**src/rtl/id_ex_issue_ctrl.sv**
```systemverilog
// ---------------------------------------------------------------------------
// id_ex_issue_ctrl
//
// Writer side of the ID/EX control-bundle interface. Every cycle this block
// chooses what the ID/EX register latches: the decoded control bundle, or an
// all-zero bubble when a load-use hazard is seen against the instruction in
// EX. It drives the PC and IF/ID load enables, sequences the IF/ID squash
// after a taken branch (the delay slot in ID always proceeds), and keeps a
// saturating count of inserted bubbles.
//
// Parameters:
//   CTRL_W        width of the control bundle
//   STALL_CYCLES  bubbles inserted per load-use hazard (1..7)
//
// Ports:
//   clk, reset                 clock; synchronous active-high reset
//   ctrl_in                    control bundle for the instruction in ID
//   id_rs, id_rt               source registers of the ID instruction
//   id_uses_rs, id_uses_rt     ID instruction really reads rs / rt
//   ex_load, ex_rf_enable      ID/EX holds a load / writes the register file
//   ex_rd                      destination register of the ID/EX instruction
//   branch_taken               taken branch resolved in EX (1-cycle pulse)
//   hold                       global freeze
//   ctrl_out                   bundle presented to ID/EX
//   id_ex_le, pc_le, if_id_le  load enables
//   if_id_flush                clear IF/ID to NOP on the next edge
//   bubble_cnt                 saturating bubble count
//   state                      0 = RUN, 1 = STALL
//
// Handshake: there is no valid/ready pair here; the load enables are the
// only flow control. A register advances on an edge exactly when its enable
// is high in the cycle before that edge, and all outputs are combinational
// from registered state plus the current inputs.
// ---------------------------------------------------------------------------
module id_ex_issue_ctrl #(
   parameter int CTRL_W       = 22,
   parameter int STALL_CYCLES = 1
) (
   input  logic              clk,
   input  logic              reset,
   input  logic [CTRL_W-1:0] ctrl_in,
   input  logic [4:0]        id_rs,
   input  logic [4:0]        id_rt,
   input  logic              id_uses_rs,
   input  logic              id_uses_rt,
   input  logic              ex_load,
   input  logic              ex_rf_enable,
   input  logic [4:0]        ex_rd,
   input  logic              branch_taken,
   input  logic              hold,
   output logic [CTRL_W-1:0] ctrl_out,
   output logic              id_ex_le,
   output logic              pc_le,
   output logic              if_id_le,
   output logic              if_id_flush,
   output logic [15:0]       bubble_cnt,
   output logic              state
);

   typedef enum logic {
      RUN   = 1'b0,
      STALL = 1'b1
   } state_t;

   // Remaining bubbles loaded on entry to STALL (the RUN cycle that saw the
   // hazard is the first bubble).
   localparam logic [2:0] REM_INIT = 3'(STALL_CYCLES - 1);

   state_t      state_q;
   logic [2:0]  rem_q;
   logic        flush_pend_q;
   logic [15:0] bubble_cnt_q;

   logic hazard;
   logic bubble;
   logic normal;

   assign hazard = ex_load & ex_rf_enable & (ex_rd != 5'd0) &
                   ((id_uses_rs & (id_rs == ex_rd)) |
                    (id_uses_rt & (id_rt == ex_rd)));

   // Reset and hold take priority; otherwise STALL forces a bubble no
   // matter what the hazard input says.
   assign bubble = ~reset & ~hold & ((state_q == STALL) | hazard);
   assign normal = ~reset & ~hold & ~bubble;

   always_comb begin
      ctrl_out    = '0;
      id_ex_le    = 1'b0;
      pc_le       = 1'b0;
      if_id_le    = 1'b0;
      if_id_flush = 1'b0;
      if (reset) begin
         ctrl_out = '0;
      end else if (hold) begin
         ctrl_out = ctrl_in;
      end else if (bubble) begin
         ctrl_out = '0;
         id_ex_le = 1'b1;
      end else begin
         ctrl_out    = ctrl_in;
         id_ex_le    = 1'b1;
         pc_le       = 1'b1;
         if_id_le    = 1'b1;
         // A pending flush and a fresh pulse collapse into one flush.
         if_id_flush = branch_taken | flush_pend_q;
      end
   end

   assign bubble_cnt = bubble_cnt_q;
   assign state      = state_q;

   always_ff @(posedge clk) begin
      if (reset) begin
         state_q      <= RUN;
         rem_q        <= 3'd0;
         flush_pend_q <= 1'b0;
         bubble_cnt_q <= 16'd0;
      end else if (hold) begin
         // Frozen, but a branch resolved during the freeze must not be lost.
         flush_pend_q <= flush_pend_q | branch_taken;
      end else if (bubble) begin
         // IF/ID is not loading, so a squash has to wait for a normal cycle.
         flush_pend_q <= flush_pend_q | branch_taken;
         if (bubble_cnt_q != 16'hFFFF) begin
            bubble_cnt_q <= bubble_cnt_q + 16'd1;
         end
         if (state_q == RUN) begin
            if (STALL_CYCLES > 1) begin
               state_q <= STALL;
               rem_q   <= REM_INIT;
            end
         end else begin
            rem_q <= rem_q - 3'd1;
            if (rem_q == 3'd1) begin
               state_q <= RUN;
            end
         end
      end else if (normal) begin
         // Any pending flush is issued in this cycle.
         flush_pend_q <= 1'b0;
      end
   end

endmodule

```
**config.mk**
```make
export PLATFORM = sky130hd
export DESIGN_NAME = id_ex_issue_ctrl
export DESIGN_NICKNAME = d
export VERILOG_FILES = /design/src/rtl/id_ex_issue_ctrl.sv
export SDC_FILE = /design/constraint.sdc
export NUM_CORES = 1
export LEC_CHECK = 0
export CELL_PAD_IN_SITES_DETAIL_PLACEMENT = 0
export CELL_PAD_IN_SITES_GLOBAL_PLACEMENT = 1
export CORE_UTILIZATION = 23
export DETAILED_ROUTE_END_ITERATION = 8
export PLACE_DENSITY = 0.72
export SYNTH_ARGS = -nofsm -noshare
export SYNTH_HDL_FRONTEND = slang
export SYNTH_SLANG_ARGS = --single-unit
```
**constraint.sdc**
```tcl
create_clock -name clk -period 2.6 [get_ports clk]
set_input_delay 0.52 -clock clk [delete_from_list [all_inputs] [get_ports clk]]
set_output_delay 0.52 -clock clk [all_outputs]
set_load 0.02 [all_outputs]
```
==> impl_metrics.csv <==
group,metric,value,unit
synth,yosysWarnings,0,
synth,netlist_area,1339,sq um
die,rows,27,
placed_design,placed_area,2431,sq um
worst_setup_path,crit_buf_inv,4,
clock_network,cts-hold-fix-buffers,0,
timing,timing.final.crit_share,107.0,%
finish,utilization,47.90,%
worst_setup_path,regToRegSetupSlack,0.72,ns
synth,synth.net_count,209,
placed_design,dpl_worst_slack,-0.8814,ns
clock_network,tritoncts,"built",
routing,drtAntennaViolNets,0,
routing,drt_iter0_drc,34,
routing,wirelength,4497,microns
die,dieArea,6130,sq um
synth,synth_seq_area_share,31.40,%
worst_setup_path,regToRegStartpoint,"bubble_cnt[0]$_SDFFE_PP0P_",
timing,setup_ws,-0.1832,ns
min_path,whs_path_depth,1,
timing,max_slew_margin,79.62,%
min_path,min_path_type,"reg2reg",
global_route,grt_max_degree,17,
worst_setup_path,path_delay_family,"compound AO/OA/AOI/OAI gates",
clock_network,cts_made_buffers,3,
global_route,grt_pass1_wl,7196,microns
die,core-area,5574,sq um
timing,clock.fmax,359.3,MHz
worst_setup_path,worstSetupPathType,"in2out",
power_and_ir_drop,p_leak,1.073,nW
clock_network,clk_pin_slew,0.08,ns
outcome,violations,"setup timing",
timing,skew,0.006811,ns
synth,synth.ff_latch_count,21,
worst_setup_path,startpoint_type,"primary input",
finish,num-fill-cells,563,
power_and_ir_drop,power.total,0.7999,mW
synth,netlist.area_leader.share,31.40,%
min_path,min-delay-start,"bubble_cnt[10]$_SDFFE_PP0P_",
outcome,status,"finished with violations",
global_route,gr-total-overflow,0,
synth,synth_cell_types,36,
routing,vias_per_cell,4.375,
worst_setup_path,path_common_cell,"buf_6",
placed_design,place_hpwl,3259,microns
placed_design,dp.cells,332,
global_route,antenna_found_initial,0,
routing,dr.pass1.iters,4,
worst_setup_path,r2r_end,"bubble_cnt[13]$_SDFFE_PP0P_",
finish,layout-drive-gt1-share,32.72,%
timing,maxSlewViolCount,0,
placed_design,place_congestion,0.6935,
worst_setup_path,cpMaxStageDelayCell,"or3_1",
routing,drc,0,
timing,worst_pin_slew,0.3016,ns
power_and_ir_drop,power.density,299.6,nW/um^2
worst_setup_path,rr_worst_depth,8,
timing,hold_viol_final,0,
worst_setup_path,crit_path_cell_trace,"buf_6 > or3_1 > o311a_1 > a21o_1 > a21oi_4 > buf_6 > buf_6 > and2_4 > buf_6",
finish,area_growth,99.44,%
die,die_y,78.30,microns
worst_setup_path,cp_max_fo,6,
clock_network,htree_levels,1,
routing,routedWlPerCell,13.07,microns
finish,final_area,2670,sq um
synth,yosys-top-cells-area,"dfxtp_1, xnor2_1, and2_1",
routing,via_count,1505,
finish,final_cells,344,
worst_setup_path,cpPeakStageDelay,0.36,ns
worst_setup_path,critical_path_arrival,2.26,ns
synth,yosys.area.top_type,"dfxtp_1",
clock_network,clockBufferDepth,2,
timing,rsz0062_at_grt,"true",
finish,final_nets,321,
min_path,worst_hold_path.endpoint,"bubble_cnt[10]$_SDFFE_PP0P_",
die,initial_core_util,24.02,%
global_route,grt_pass1_vias,1475,
clock_network,cts_num_sinks,21,
worst_setup_path,endpoint_kind,"primary output",
die,io_pins,88,
power_and_ir_drop,peakVddDrop,0.0001391,V
synth,synth_cells,161,
synth,synth.avg_cell_area,8.315,sq um
finish,diodes,0,
global_route,grt_usage,14.99,%
die,die_w,78.30,microns
flow_run,cap_violations,0,
placed_design,port-buffer-count,87,
clock_network,clock_latency,0.26,ns
timing,setup_viol,23,
timing,min_period,2.783,ns
clock_network,root_buffer,"clkbuf_8",
worst_setup_path,cp.required,2.08,ns
flip-flops by register name, summed over array words and instances (netlist names):
signal / cells
flush_pend_q: 1
state: 1
bubble_cnt: 16
rem_q: 3
area by class of cell:
class / instances / area, sq um / share of cell area (%)
Inverter: 4 / 15.01 / 0.5623
Clock buffer: 4 / 45.04 / 1.687
Sequential cell: 21 / 420.4 / 15.75
Multi-Input combinational cell: 127 / 939.7 / 35.19
Timing Repair Buffer: 116 / 1160 / 43.44
Tap cell: 72 / 90.09 / 3.374
synthesized netlist by cell type (all sizes together):
cell	n
o221a	1
mux2i	3
xnor2	22
o221ai	1
inv	4
nand4	5
clkbuf	4
a21oi	4
nor4b	1
and2	24
xor2	1
a211oi	3
or3	1
dfxtp	21
o31ai	1
or4	1
nor2	19
and3	4
buf	5
nor3b	3
nand3	4
o311a	1
nor4	1
o22ai	1
and4	2
nor4bb	1
ha	3
nand2	8
nor3	6
o21ai	1
nand2b	4
a21o	1
worst register-to-register path, stage by stage, from the launching register on:
cell and delay [ns]:
dfxtp_1 0.36, ha_1 0.23, and3_1 0.23, nand4_1 0.14
o221ai_2 0.11, buf_4 0.19, nor4bb_1 0.32, xnor2_1 0.16
nor2_1 0.05
cells in the final DEF, fill, tap and decap left out, types with 2 or more instances in the layout:
cell type,n
and2_4,21
and3_1,4
a211oi_1,3
dfxtp_1,21
nor2_1,18
buf_4,24
nor3b_1,3
clkdlybuf4s50_1,48
and4_1,2
nand3_1,3
nand4_1,5
and2_1,3
dlygate4sd2_1,11
mux2i_1,3
inv_1,4
buf_16,2
a21oi_1,3
nand2_1,8
nand2b_1,4
buf_2,3
ha_1,3
xnor2_1,22
clkbuf_8,3
buf_6,26
nor3_1,5
buf_12,2
per-layer routing:
layer / wire length (microns) / global-route usage [%]
met1: 1998 / 19.27
met2: 2311 / 25.44
met3: 130 / 2.907
met4: 57 / 3.889
met5: 0 / 0
power by group:
group / internal [mW] / switching [mW] / total (mW)
Combinational: 0.165 / 0.100 / 0.266
Sequential: 0.322 / 0.000252 / 0.322
Clock: 0.109 / 0.103 / 0.212
Total: 0.596 / 0.204 / 0.800
cell families (layout without fill, tap and decap cells):
| family | after synthesis | count (layout) | share of synthesized area (%) |
|---|---|---|---|
| simple gates | 84 | 84 | 35.51 |
| xor+xnor | 23 | 23 | 15.05 |
| flops | 21 | 21 | 31.40 |
| compound gates | 14 | 14 | 8.131 |
| buf+inv | 13 | 124 | 4.859 |
| fa+ha+maj | 3 | 3 | 2.804 |
| mux | 3 | 3 | 2.243 |
worst max-delay path by stage:
| stage | from | to | slack, ns | cells past startpoint |
|---|---|---|---|---|
| after floorplan | ex_rd[0] | ctrl_out[10] | 0.1 | 6 |
| after global placement | ex_rd[0] | ctrl_out[17] | -0.88 | 8 |
| after detailed placement | ex_rd[0] | ctrl_out[17] | -0.88 | 8 |
| after CTS | ex_rd[2] | ctrl_out[10] | -0.20 | 10 |
| after global routing | ex_rd[0] | ctrl_out[19] | -0.25 | 9 |
| final | ex_rd[0] | ctrl_out[19] | -0.18 | 9 |
per-stage QoR:
stage	hold slack (ns)	setup TNS, ns
floorplan	0.4781	0
global placement	0.4691	-20.86
detailed placement	0.4790	-20.99
global route	0.5114	-5.103
finish	0.4880	-3.707
CTS	0.4983	-3.533
timing repair:
item                                    in CTS  in global routing
resized for setup                          195                  4
gates cloned                                 3                  0
endpoints found under the setup margin      25                 25
setup buffers                                8                  0
pin swaps                                   36                  7
No activity file was read; power rests on OpenSTA's default activity.
